==> config.mk <==
export PLATFORM = sky130hd
export DESIGN_NAME = multicycle_control
export DESIGN_NICKNAME = d
export VERILOG_FILES = /design/src/rtl/mc_defs_pkg.sv /design/src/rtl/mc_outdec.sv /design/src/rtl/multicycle_control.sv
export SDC_FILE = /design/constraint.sdc
export NUM_CORES = 1
export LEC_CHECK = 0
export ABC_AREA = 0
export CAP_MARGIN = 20
export CORE_UTILIZATION = 42
export DETAILED_ROUTE_END_ITERATION = 10
export GPL_TIMING_DRIVEN = 0
export MAX_ROUTING_LAYER = met4
export PLACE_DENSITY_LB_ADDON = 0.1
export SYNTH_ARGS = -nofsm -noshare
export SYNTH_HDL_FRONTEND = slang
export SYNTH_HIERARCHICAL = 1
export SYNTH_SLANG_ARGS = --single-unit
==> constraint.sdc <==
create_clock -name clk -period 2.58 [get_ports clk]
set_input_delay 0.645 -clock clk [delete_from_list [all_inputs] [get_ports clk]]
set_output_delay 0.645 -clock clk [all_outputs]
set_load 0.02 [all_outputs]
==> src/rtl/mc_defs_pkg.sv <==
// Shared definitions for the multi-cycle MIPS control FSM: state encodings,
// opcodes, datapath select codes and the decoded control word.
package mc_defs;

  typedef enum logic [3:0] {
    S_FETCH  = 4'd0,
    S_DECODE = 4'd1,
    S_MEMADR = 4'd2,
    S_MEMRD  = 4'd3,
    S_MEMWB  = 4'd4,
    S_MEMWR  = 4'd5,
    S_EXEC   = 4'd6,
    S_RWB    = 4'd7,
    S_BRANCH = 4'd8,
    S_ADDIEX = 4'd9,
    S_ADDIWB = 4'd10,
    S_JUMP   = 4'd11
  } state_t;

  localparam logic [5:0] OP_RTYPE = 6'b000000;
  localparam logic [5:0] OP_LW    = 6'b100011;
  localparam logic [5:0] OP_SW    = 6'b101011;
  localparam logic [5:0] OP_BEQ   = 6'b000100;
  localparam logic [5:0] OP_BNE   = 6'b000101;
  localparam logic [5:0] OP_ADDI  = 6'b001000;
  localparam logic [5:0] OP_J     = 6'b000010;

  localparam logic [2:0] ALUOP_ADD   = 3'b000;
  localparam logic [2:0] ALUOP_SUB   = 3'b001;
  localparam logic [2:0] ALUOP_FUNCT = 3'b010;

  localparam logic [1:0] SRCB_REG    = 2'b00;
  localparam logic [1:0] SRCB_FOUR   = 2'b01;
  localparam logic [1:0] SRCB_IMM    = 2'b10;
  localparam logic [1:0] SRCB_IMM_SH = 2'b11;

  localparam logic [1:0] PCSRC_ALU    = 2'b00;
  localparam logic [1:0] PCSRC_ALUOUT = 2'b01;
  localparam logic [1:0] PCSRC_JUMP   = 2'b10;

  typedef struct packed {
    logic       pc_en;
    logic       ior_d;
    logic       mem_read;
    logic       mem_write;
    logic       ir_write;
    logic       mem_to_reg;
    logic       reg_dst;
    logic       reg_write;
    logic       alu_src_a;
    logic [1:0] alu_src_b;
    logic [2:0] alu_op;
    logic [1:0] pc_source;
    logic       instr_done;
  } ctrl_t;

  function automatic logic is_known_op(input logic [5:0] op);
    return (op == OP_RTYPE) || (op == OP_LW) || (op == OP_SW) ||
           (op == OP_BEQ)   || (op == OP_BNE) || (op == OP_ADDI) ||
           (op == OP_J);
  endfunction

endpackage

==> src/rtl/mc_outdec.sv <==
// Combinational state -> control-word decoder for the multi-cycle FSM.
module mc_outdec
  import mc_defs::*;
(
  input  state_t     state,
  input  logic [5:0] opcode,
  input  logic       zero,
  input  logic       mem_ready,
  output ctrl_t      ctrl
);

  always_comb begin
    ctrl = '0;
    case (state)
      S_FETCH: begin
        ctrl.mem_read  = 1'b1;
        ctrl.alu_src_b = SRCB_FOUR;
        ctrl.alu_op    = ALUOP_ADD;
        ctrl.pc_source = PCSRC_ALU;
        ctrl.ir_write  = mem_ready;
        ctrl.pc_en     = mem_ready;
      end
      S_DECODE: begin
        // Branch target is precomputed into ALUOut here.
        ctrl.alu_src_b  = SRCB_IMM_SH;
        ctrl.alu_op     = ALUOP_ADD;
        ctrl.instr_done = ~is_known_op(opcode);
      end
      S_MEMADR, S_ADDIEX: begin
        ctrl.alu_src_a = 1'b1;
        ctrl.alu_src_b = SRCB_IMM;
        ctrl.alu_op    = ALUOP_ADD;
      end
      S_MEMRD: begin
        ctrl.mem_read = 1'b1;
        ctrl.ior_d    = 1'b1;
      end
      S_MEMWB: begin
        ctrl.reg_write  = 1'b1;
        ctrl.mem_to_reg = 1'b1;
        ctrl.instr_done = 1'b1;
      end
      S_MEMWR: begin
        ctrl.mem_write  = 1'b1;
        ctrl.ior_d      = 1'b1;
        ctrl.instr_done = mem_ready;
      end
      S_EXEC: begin
        ctrl.alu_src_a = 1'b1;
        ctrl.alu_src_b = SRCB_REG;
        ctrl.alu_op    = ALUOP_FUNCT;
      end
      S_RWB: begin
        ctrl.reg_write  = 1'b1;
        ctrl.reg_dst    = 1'b1;
        ctrl.instr_done = 1'b1;
      end
      S_BRANCH: begin
        ctrl.alu_src_a  = 1'b1;
        ctrl.alu_src_b  = SRCB_REG;
        ctrl.alu_op     = ALUOP_SUB;
        ctrl.pc_source  = PCSRC_ALUOUT;
        ctrl.instr_done = 1'b1;
        ctrl.pc_en      = ((opcode == OP_BEQ) &  zero) |
                          ((opcode == OP_BNE) & ~zero);
      end
      S_ADDIWB: begin
        ctrl.reg_write  = 1'b1;
        ctrl.instr_done = 1'b1;
      end
      S_JUMP: begin
        ctrl.pc_en      = 1'b1;
        ctrl.pc_source  = PCSRC_JUMP;
        ctrl.instr_done = 1'b1;
      end
      default: ctrl = '0;
    endcase
  end

endmodule

==> src/rtl/multicycle_control.sv <==
// Moore control FSM for the shared-ALU / unified-memory multi-cycle MIPS core.
// Holds the state register and next-state logic; outputs come from mc_outdec.
module multicycle_control
  import mc_defs::*;
#(
  parameter int STATE_W = 4
) (
  input  logic               clk,
  input  logic               reset,
  input  logic [5:0]         opcode,
  input  logic               zero,
  input  logic               memReady,
  output logic               pcEn,
  output logic               iorD,
  output logic               memRead,
  output logic               memWrite,
  output logic               irWrite,
  output logic               memtoReg,
  output logic               regDst,
  output logic               regWrite,
  output logic               aluSrcA,
  output logic [1:0]         aluSrcB,
  output logic [2:0]         aluOp,
  output logic [1:0]         pcSource,
  output logic               instrDone,
  output logic [STATE_W-1:0] state
);

  state_t cur_state;
  state_t nxt_state;
  ctrl_t  ctrl;

  always_ff @(posedge clk) begin
    if (reset) cur_state <= S_FETCH;
    else       cur_state <= nxt_state;
  end

  always_comb begin
    nxt_state = S_FETCH;
    case (cur_state)
      S_FETCH:  nxt_state = memReady ? S_DECODE : S_FETCH;
      S_DECODE: begin
        case (opcode)
          OP_RTYPE:       nxt_state = S_EXEC;
          OP_LW, OP_SW:   nxt_state = S_MEMADR;
          OP_BEQ, OP_BNE: nxt_state = S_BRANCH;
          OP_ADDI:        nxt_state = S_ADDIEX;
          OP_J:           nxt_state = S_JUMP;
          default:        nxt_state = S_FETCH;
        endcase
      end
      S_MEMADR: nxt_state = (opcode == OP_SW) ? S_MEMWR : S_MEMRD;
      S_MEMRD:  nxt_state = memReady ? S_MEMWB : S_MEMRD;
      S_MEMWR:  nxt_state = memReady ? S_FETCH : S_MEMWR;
      S_EXEC:   nxt_state = S_RWB;
      S_ADDIEX: nxt_state = S_ADDIWB;
      default:  nxt_state = S_FETCH;
    endcase
  end

  mc_outdec u_outdec (
    .state     (cur_state),
    .opcode    (opcode),
    .zero      (zero),
    .mem_ready (memReady),
    .ctrl      (ctrl)
  );

  // Reset suppresses every architectural write, even mid-instruction.
  always_comb begin
    pcEn      = ctrl.pc_en     & ~reset;
    irWrite   = ctrl.ir_write  & ~reset;
    regWrite  = ctrl.reg_write & ~reset;
    memWrite  = ctrl.mem_write & ~reset;
    iorD      = ctrl.ior_d;
    memRead   = ctrl.mem_read;
    memtoReg  = ctrl.mem_to_reg;
    regDst    = ctrl.reg_dst;
    aluSrcA   = ctrl.alu_src_a;
    aluSrcB   = ctrl.alu_src_b;
    aluOp     = ctrl.alu_op;
    pcSource  = ctrl.pc_source;
    instrDone = ctrl.instr_done;
  end

  assign state = STATE_W'(cur_state);

endmodule

# After elaboration in Yosys (flattened, before gate mapping)

Cells that the tools add are included.

Bits in registers: 4

Equality and inequality tests: 17
Mux-type cells: 18
Bitwise logic cells: 10
Reductions and logical operators: 16

Operators by type and width:

| cell                                           | count |
|---|---|
| case mux 4 bit (7 select lines)                | 1 |
| case mux 5 bit (5 select lines)                | 1 |
| case mux 4 bit (5 select lines)                | 1 |
| == test 4 x 3 -> 1 bit (second input constant) | 4 |
| == test 4 bit (second input constant)          | 4 |
| == test 6 x 3 -> 1 bit (second input constant) | 2 |
| == test 6 bit (second input constant)          | 2 |
| OR reduction 2 bit                             | 5 |
| 2-to-1 mux 1 bit                               | 9 |
| 2-to-1 mux 3 bit                               | 3 |
| == test 4 x 2 -> 1 bit (second input constant) | 2 |
| AND 1 bit                                      | 6 |
| == test 6 x 2 -> 1 bit (second input constant) | 1 |
| == test 6 x 4 -> 1 bit (second input constant) | 1 |
| zero test 6 bit                                | 1 |
| logical OR 1 bit                               | 6 |
| case mux 1 bit (3 select lines)                | 2 |
| OR reduction 5 bit                             | 1 |
| == test 4 x 1 -> 1 bit (second input constant) | 1 |
| zero test 4 bit                                | 1 |
| case mux 2 bit (2 select lines)                | 1 |
| OR reduction 4 bit                             | 1 |
| NOT 1 bit                                      | 3 |
| OR reduction 3 bit                             | 1 |
| bitwise OR 1 bit                               | 1 |

# Depth between registers and ports, before layout

Gate-level depths: netlist of the first run.

Word-level depth: 9
Depth in mapped cells: 5

# Hierarchy

The synthesis of the first run kept the hierarchy.

Modules (own cells, without submodules):

| module             | times used | cells an instance | area an instance (um^2) | sequential area each (um^2) |
|---|---|---|---|---|
| multicycle_control | 1          | 49                | 362.8                   | 80.1 |
| mc_outdec          | 1          | 46                | 270.3                   | 0.0 |

# Worst setup path before layout of the first run

OpenSTA, ideal clock, no wires.

Kind: register -> output
Start: register cur_state[3] (netlist: state[3])
End: output port pcEn
Arrival: 1899 ps
Required time: 1935 ps
Slack: 36 ps
Stages on the path, launching flop included: 5
Cell sequence: dfxtp_1 nand2b_1 nor3_1 a31o_2 nor2b_1

RTL lines:

| item                   | line                     | text |
|---|---|---|
| start, declared        | multicycle_control.sv:29 | `state_t cur_state;` |
| start signal, assigned | multicycle_control.sv:35 | `else cur_state <= nxt_state;` |
| end, declared          | multicycle_control.sv:13 | `output logic pcEn,` |

# Worst setup path in the final report of the first run

Start: input port opcode[5]
End: output port instrDone

Cells in the longest elaborated chain, start to end: 9
Elaborated cells between the ends (all ways): 15
Classes of those cells: 6 x eq/ne; 1 x mux; 1 x bitwise; 7 x reduce/logical

Ends and longest elaborated chain:

| item                                             | line                     | text |
|---|---|---|
| start, declared                                  | multicycle_control.sv:10 | `input logic [5:0] opcode,` |
| == test 6 bit or zero test 6 bit (tied branches) | mc_defs_pkg.sv:58        | `return (op == OP_RTYPE) \|\| (op == OP_LW) \|\| (op == OP_SW) \|\|` |
| logical OR 1 bit (3 in series)                   | mc_defs_pkg.sv:58        |  |
| logical OR 1 bit (2 in series)                   | mc_defs_pkg.sv:59        | `(op == OP_BEQ) \|\| (op == OP_BNE) \|\| (op == OP_ADDI) \|\|` |
| logical OR 1 bit *                               | mc_defs_pkg.sv:59        |  |
| NOT 1 bit *                                      | mc_outdec.sv:27          | `ctrl.instr_done = ~is_known_op(opcode);` |
| case mux 1 bit (3 select lines) *                | mc_outdec.sv:14          | `case (state)` |
| end, declared                                    | multicycle_control.sv:25 | `output logic instrDone,` |

Mark *: on every way between the ends. The rest lies on a longest branch, timed or not.

==> results.sh, run 1 <==
export IMPL_worstSetupPathType="in2out"
export IMPL_reg2reg_depth=5
export IMPL_place_ws_ps=-763.6
export IMPL_start_util_pct=46.90
export IMPL_htree_num_levels=1
export IMPL_die_area_um2=1667
export IMPL_slowest_stage="dlygate4sd2_1"
export IMPL_viasPerCell=5.685
export IMPL_syn_cell_area_um2=633.1
export IMPL_synth_seq_cells=4
export IMPL_cts_made_buffers=3
export IMPL_cp_cell_sequence="dlygate4sd2_1 > a211o_1 > a211oi_2 > o32ai_1 > clkdlybuf4s15_2"
export IMPL_antenna_left=0
export IMPL_peakVddDrop_mv=0.2683
export IMPL_finalNetCount=140
export IMPL_synth_compound_area_share_pct=23.32
export IMPL_path_clk_slew_ps=40
export IMPL_ios=31
export IMPL_dp_hpwl_mm=1.214
export IMPL_cts_tree="done"
export IMPL_wl_per_cell_um=12.01
export IMPL_required_ps=1930
export IMPL_drive_above_1_share_pct=19.53
export IMPL_n_fill_cell=109
export IMPL_cp_max_fo=7
export IMPL_drt_iter0_drc=9
export IMPL_hold_viol_final=0
export IMPL_hold_depth=3
export IMPL_drt_first_pass_iters=4
export IMPL_drc_errors=0
export IMPL_largest_register_ffs=4
export IMPL_io_buffers=29
export IMPL_hold_path_startpoint="state[3]"
export IMPL_finalClockSkew_ps=9.281
export IMPL_dp_cells=139
export IMPL_synth_cell_types=40
export IMPL_finalSetupViolations=0
export IMPL_status="complete, no violations"
export IMPL_netlist_instances=95
export IMPL_synth_top_family_by_area="simple AND/OR/NAND/NOR gates"
export IMPL_grt_ovfl_total=0
export IMPL_grt_pass1_vias=607
export IMPL_insertion_delay_ps=250
export IMPL_grt_max_degree=12
export IMPL_synth_fp_nets=105
export IMPL_slew_viol_final=0
export IMPL_grt_pass1_wl_mm=2.421
export IMPL_syn_area_per_cell_um2=6.664
export IMPL_critical_path_arrival_ps=1870
export IMPL_max_freq_ghz=0.3979
export IMPL_rsz0062_at_grt="no"
export IMPL_synthSimpleGateAreaFrac_pct=52.17
export IMPL_hold_buffers=0
export IMPL_period_needed_ps=2513
export IMPL_fin_crit_sh_pct=97.41
export IMPL_hold_path_class="reg2reg"
export IMPL_drt_total_wl_mm=1.717
export IMPL_worstSetupEndpointType="primary output"
export IMPL_finalNonFillerCells=143
export IMPL_fin_util_pct=73.12
export IMPL_synth_adder_area_share_pct=0
export IMPL_synthToLayoutAreaGrowth_pct=55.93
export IMPL_r2r_start="state[2]"
export IMPL_ys_seq_area_share_pct=12.65
export IMPL_rows=13
export IMPL_cp_slowest_stage_delay_ps=320
export IMPL_die_height_um=40.83
export IMPL_crit_start="opcode[5]"
export IMPL_grt_use_total_pct=21.61
export IMPL_clock_path_buffers=2
export IMPL_leakagePower_nw=0.4178
export IMPL_antenna_found_initial=0
export IMPL_synthXorXnorAreaFrac_pct=4.150
export IMPL_clkSinkCount=4
export IMPL_synthMuxAreaShare_pct=0
export IMPL_diodes=0
export IMPL_timing_setup_tns_ps=0
export IMPL_drv_cap=0
export IMPL_yosys_warnings=6
export IMPL_place_congestion=0.8332
export IMPL_root_buffer="clkbuf_4"
export IMPL_power_density_nw_per_um2=244.2
export IMPL_worst_slack_ps=66.90
export IMPL_die_x_um=40.83
export IMPL_core_um2=1350
export IMPL_whs_ps=680.0
export IMPL_vias=813
export IMPL_crit_path_start_kind="primary input"
[through the flow]
stage / area [µm²] / total power (W)
after detailed placement: 942.2 / 0.0001610
final: 987.2 / 0.0002411
after global routing: 987.2 / 0.0002525
after CTS: 970.9 / 0.0002396
after floorplan: 633.1 / 0.0001180
after global placement: 942.2 / 0.0001594
[cell families after synthesis]
family | after synthesis
AO/OA/AOI/OAI | 23
XOR/XNOR | 3
buffers and inverters | 8
flip-flops | 4
other | 1
AND/OR/NAND/NOR | 56
[layout by cell type, fill, tap and decap left out, drive strengths merged, types with 2 or more instances in the layout]
| cell type | synthesis | routed |
|---|---|---|
| nor2 | 13 | 13 |
| o21ai | 5 | 5 |
| clkbuf | 1 | 5 |
| xnor2 | 2 | 2 |
| nand2 | 4 | 4 |
| a21oi | 7 | 7 |
| nor4 | 3 | 3 |
| buf | 5 | 8 |
| nor3 | 8 | 8 |
| clkdlybuf4s50 | 0 | 14 |
| inv | 2 | 2 |
| nor2b | 7 | 7 |
| dfxtp | 4 | 4 |
| dlygate4sd2 | 0 | 7 |
| dlymetal6s2s | 0 | 4 |
| nand2b | 6 | 6 |
| a31o | 2 | 2 |
| nand3 | 4 | 4 |
[critical path: cells and delay by family]
family | cells | cell delay [ps]
AOI/OAI and AO/OA | 3 | 640
buffers and inverters | 2 | 580
[metal layers]
| layer | track usage (%) | vias up | part of all wire [%] |
|---|---|---|---|
| met3 | 1.087 | 4 | 6.3 |
| met4 | 8.333 | 0 | 1.7 |
| li1 | - | 411 | - |
| met1 | 23.23 | 367 | 44 |
| met2 | 40.63 | 31 | 48 |
| met5 | - | - | 0 |
[worst paths after layout]
check             slack, ps   endpoint
setup reg to reg       1180   state[0]
setup / recovery         70  instrDone
hold reg to reg         680   state[0]
hold / removal          680   state[0]
[cell usage after synthesis]
cell type	count	area, µm²
nor2_1	13	48.80
nor3_1	8	40.04
a21oi_1	7	35.03
nor2b_1	7	43.79
nand2b_1	6	37.54
o21ai_0	5	25.02
dfxtp_1	4	80.08
nand2_1	4	15.01
nand3_1	4	20.02
buf_2	3	15.01
a31o_2	2	17.52
inv_1	2	7.510
nor4_1	2	12.51
xnor2_1	2	17.52
a211o_1	1	8.760
a211oi_1	1	7.510
a21o_1	1	7.510
a221o_1	1	10.01
a22oi_1	1	7.510
a31oi_1	1	6.260
and3_1	1	6.260
buf_4	1	7.510
buf_6	1	11.26
clkbuf_1	1	3.750
conb_1	1	3.750
nand4_1	1	6.260
nand4b_1	1	8.760
nor3b_1	1	7.510
nor4_4	1	21.27
nor4bb_1	1	10.01
o21bai_1	1	7.510
o22ai_1	1	6.260
o32ai_1	1	8.760
or2_2	1	6.260
or2b_1	1	7.510
or3_1	1	6.260
or3b_4	1	11.26
or4_4	1	11.26
or4b_1	1	10.01
xor2_1	1	8.760
[report_power, final]
part | switching (W) | leakage [nW] | internal (W)
combinational | 0.0000483 | 0.370 | 0.0000420
sequential | 0.00000372 | 0.0338 | 0.0000638
clock | 0.0000308 | 0.0138 | 0.0000524
total | 0.0000828 | 0.418 | 0.000158
[area by class of cell]
class                           instances  area [µm²]  area share, %
Buffer                                  6       38.79          3.929
Clock buffer                            3       22.52          2.281
Inverter                                2       7.507         0.7605
Multi-Input combinational cell         83       528.0          53.49
Sequential cell                         4       83.83          8.492
Tap cell                               15       18.77          1.901
Timing Repair Buffer                   30       287.8          29.15
[repair_timing]
action / CTS / global route
endpoints found under the setup margin: 11 / 6
endpoints found under the hold margin: 0 / 0
gates resized for setup: 24 / 11
pin swaps: 1 / 0
setup buffers: 1 / 0
No activity file was read; power rests on OpenSTA's default activity.
==> run 2, diff against run 1 <==
Settings changed: SLEW_MARGIN set to 20.
==> results of run 2 <==
No change in the layout: final DEF, timing and power equal those of run 1.
==> run 3, diff against run 2 <==
Settings changed: SKIP_LAST_GASP set to 1.
==> results.sh, run 3 (synthesized netlist as in run 1, its figures left out) <==
export IMPL_cts_made_buffers=3
export IMPL_hold_path_class="reg2reg"
export IMPL_largest_register_ffs=4
export IMPL_synthToLayoutAreaGrowth_pct=56.52
export IMPL_finalSetupViolations=0
export IMPL_fin_crit_sh_pct=98.57
export IMPL_finalClockSkew_ps=9.281
export IMPL_worstSetupPathType="in2out"
export IMPL_htree_num_levels=1
export IMPL_grt_pass1_wl_mm=2.421
export IMPL_ios=31
export IMPL_crit_path_end="pcEn"
export IMPL_start_util_pct=46.90
export IMPL_grt_ovfl_total=0
export IMPL_whs_ps=680.0
export IMPL_crit_start="opcode[2]"
export IMPL_rows=13
export IMPL_die_x_um=40.83
export IMPL_io_buffers=29
export IMPL_slew_viol_final=0
export IMPL_viasPerCell=5.685
export IMPL_insertion_delay_ps=250
export IMPL_cts_tree="done"
export IMPL_path_clk_slew_ps=40
export IMPL_clock_path_buffers=2
export IMPL_slowest_stage="dlygate4sd2_1"
export IMPL_r2r_start="state[2]"
export IMPL_worstReg2RegEnd="state[0]"
export IMPL_rsz0062_at_grt="yes"
export IMPL_cp_slowest_stage_delay_ps=310
export IMPL_drt_iter0_drc=9
export IMPL_dp_hpwl_mm=1.214
export IMPL_final_cell_mix="clkdlybuf4s50_1 (14), nor2_1 (13), nor3_1 (8)"
export IMPL_crit_path_start_kind="primary input"
export IMPL_hold_buffers=0
export IMPL_grt_pass1_vias=607
export IMPL_die_area_um2=1667
export IMPL_antenna_found_initial=0
export IMPL_clkSinkCount=4
export IMPL_required_ps=1930
export IMPL_power_density_nw_per_um2=243.3
export IMPL_diodes=0
export IMPL_cp_cell_sequence="dlygate4sd2_1 > nand2b_1 > nor4_4 > a31o_2 > nor2b_1 > clkdlybuf4s15_2"
export IMPL_antenna_left=0
export IMPL_status="complete, no violations"
export IMPL_drt_total_wl_mm=1.714
export IMPL_drc_errors=0
export IMPL_hold_viol_final=0
export IMPL_wl_per_cell_um=11.99
export IMPL_period_needed_ps=2543
export IMPL_cp_max_fo=6
export IMPL_drv_cap=0
export IMPL_max_freq_ghz=0.3932
export IMPL_drt_first_pass_iters=4
export IMPL_n_fill_cell=110
export IMPL_leakagePower_nw=0.4169
export IMPL_critical_path_arrival_ps=1900
export IMPL_place_area_um2=942.2
export IMPL_reg2reg_depth=5
export IMPL_grt_max_degree=12
export IMPL_worst_slack_ps=36.90
export IMPL_core_um2=1350
export IMPL_drive_above_1_share_pct=19.53
export IMPL_peakVddDrop_mv=0.2683
export IMPL_reg2reg_slack_ps=1180
export IMPL_root_buffer="clkbuf_4"
export IMPL_vias=813
export IMPL_finalNetCount=140
export IMPL_layout_cells_most_common="clkdlybuf4s50_1"
export IMPL_worstSetupEndpointType="primary output"
export IMPL_place_ws_ps=-763.6
export IMPL_stdcell_area_um2=991.0
export IMPL_grt_use_total_pct=21.61
export IMPL_die_height_um=40.83
export IMPL_place_congestion=0.8332
## run 3: worst min-delay path by stage
stage              from        to  slack [ps]  cells past startpoint
2_1_floorplan  state[3]  state[0]         740                      3
4_1_cts        state[3]  state[0]         690                      3
3_3_place_gp   state[3]  state[0]         750                      3
5_1_grt        state[3]  state[0]         700                      3
3_5_place_dp   state[3]  state[0]         740                      3
6_report       state[3]  state[0]         680                      3
## run 3: area by class of cell
| cell class | instances | area [µm²] | area share (%) |
|---|---|---|---|
| buffer | 6 | 38.79 | 3.914 |
| inverter | 2 | 7.507 | 0.7576 |
| tap | 15 | 18.77 | 1.894 |
| sequential | 4 | 83.83 | 8.460 |
| timing repair buffer | 30 | 291.5 | 29.42 |
| multi-input combinational | 83 | 528.0 | 53.28 |
| clock buffer | 3 | 22.52 | 2.273 |
## run 3: per-layer routing
| metal | vias up | global-route usage [%] | wire length (µm) |
|---|---|---|---|
| li1 | 411 | - | - |
| met1 | 367 | 23.23 | 750 |
| met2 | 31 | 40.63 | 824 |
| met3 | 4 | 1.087 | 109 |
| met4 | 0 | 8.333 | 29 |
| met5 | - | - | 0 |
## run 3: through the flow
stage | cells | power (W) | util (%) | TNS (ps)
after floorplan | 95 | 0.0001180 | - | 0
after global placement | 139 | 0.0001594 | 69.79 | -1483
after detailed placement | 139 | 0.0001610 | 69.79 | -1532
after CTS | 143 | 0.0002399 | 72.20 | -152.9
after global routing | 143 | 0.0002526 | 73.40 | -53.04
final | 143 | 0.0002411 | 73.40 | 0
## run 3: power by group
group / internal [W] / switching, W / leakage (nW) / total [W]
combinational: 0.0000421 / 0.0000483 / 0.369 / 0.0000904
sequential: 0.0000638 / 0.00000372 / 0.0338 / 0.0000675
clock: 0.0000524 / 0.0000308 / 0.0138 / 0.0000832
## run 3: what timing repair did
item / CTS / global route
setup buffers: 1 / 0
pin swaps: 1 / 0
setup endpoints to repair: 11 / 6
resized for setup: 21 / 10
## run 3: worst max-delay path, delay by kind of cell
family / cells / cell delay [ps]
buf+inv: 2 / 580
compound gates: 1 / 180
simple gates: 3 / 490
==> RTL change, RTL diff (flow settings as in run 3) <==
`STATE_W`: 4 -> 6.
--- a/src/rtl/multicycle_control.sv
+++ b/src/rtl/multicycle_control.sv
@@ -3,7 +3,7 @@
 module multicycle_control
   import mc_defs::*;
 #(
-  parameter int STATE_W = 4
+  parameter int STATE_W = 6
 ) (
   input  logic               clk,
   input  logic               reset,
Ports: changed (resized state); port bits go from 31 to 33. No check against the original RTL was run, so the function may have changed too.
==> RTL change against run 3 <==
Worst setup slack gained 0.015 ns. Clock skew shrank 0.0040 ns. Core utilization shrank 1.2 points. Wire length grew 7.9%. Total power shrank 0.91%. Final area shrank 0.50%. Sequential cell count is the same. Fmax grew 0.57%. Hold slack gained 0.0092 ns. Critical path depth is the same. Die area grew 2.8%. Synthesized area grew 3.0%.
==> RTL change: results <==
[pwr]
p_per_area_nw_per_um2 = 242.3
peakVddDrop_mv = 0.1653
p_seq_mw = 0.0676
p_leak_nw = 0.4380

[synthesis]
netlist_area_um2 = 651.9
syn_inst = 98
synth-xor-area-share = 0.04031

[global_routing]
met1_usage = 0.3250
gr-usage-met3 = 0.01596
grt_pass1_wl_um = 2566
grtUsageMet2 = 0.3438
grtUsageTotal = 0.2230

[drt]
drtIter0Drc = 20
viasPerCell = 5.678

[sta]
skew_ns = 0.005250

[final_layout]
drive_gt1_frac = 0.1832
multi_input_gates = 85
fin_nets = 143
signal_buffers = 37
post-route-util = 0.7216

[place]
pre_cts_slack_ns = -0.7780
place_congestion = 0.8135
dp.final_hpwl_um = 1345

[status]
outcome = finished, final reports clean

[worst_setup_path]
arrival_ns = 1.88
r2r_end = cur_state[3]
crit_family = simple AND/OR/NAND/NOR gates
RTL change: cell count changes in the layout (fill, tap and decap cells not counted), sizes merged:
cell           delta
buf               +3
clkdlybuf4s15     -2
conb              +2
clkbuf            -1
clkdlybuf4s50     -1
dlygate4sd2       +1
dlymetal6s2s      +1
RTL change: metal layers:
layer,share of wire,vias up
li1,-,414
met1,0.46,379
met2,0.48,36
met3,0.063,0
met4,0,0
met5,0,-
RTL change: worst min-delay path by stage:
stage	slack, ns	depth (start not counted)	startpoint	to
final	0.69	3	cur_state[3]	cur_state[0]
after global routing	0.72	3	cur_state[3]	cur_state[0]
after CTS	0.69	3	cur_state[3]	cur_state[0]
after detailed placement	0.77	3	cur_state[1]	cur_state[1]
after global placement	0.75	3	cur_state[3]	cur_state[0]
after floorplan	0.74	3	cur_state[3]	cur_state[0]
RTL change: repair_timing:
action / 4_1_cts / 5_1_grt
gates resized for setup: 21 / 9
setup endpoints to repair: 12 / 5
setup buffers: 0 / 0
pin swaps: 0 / 1
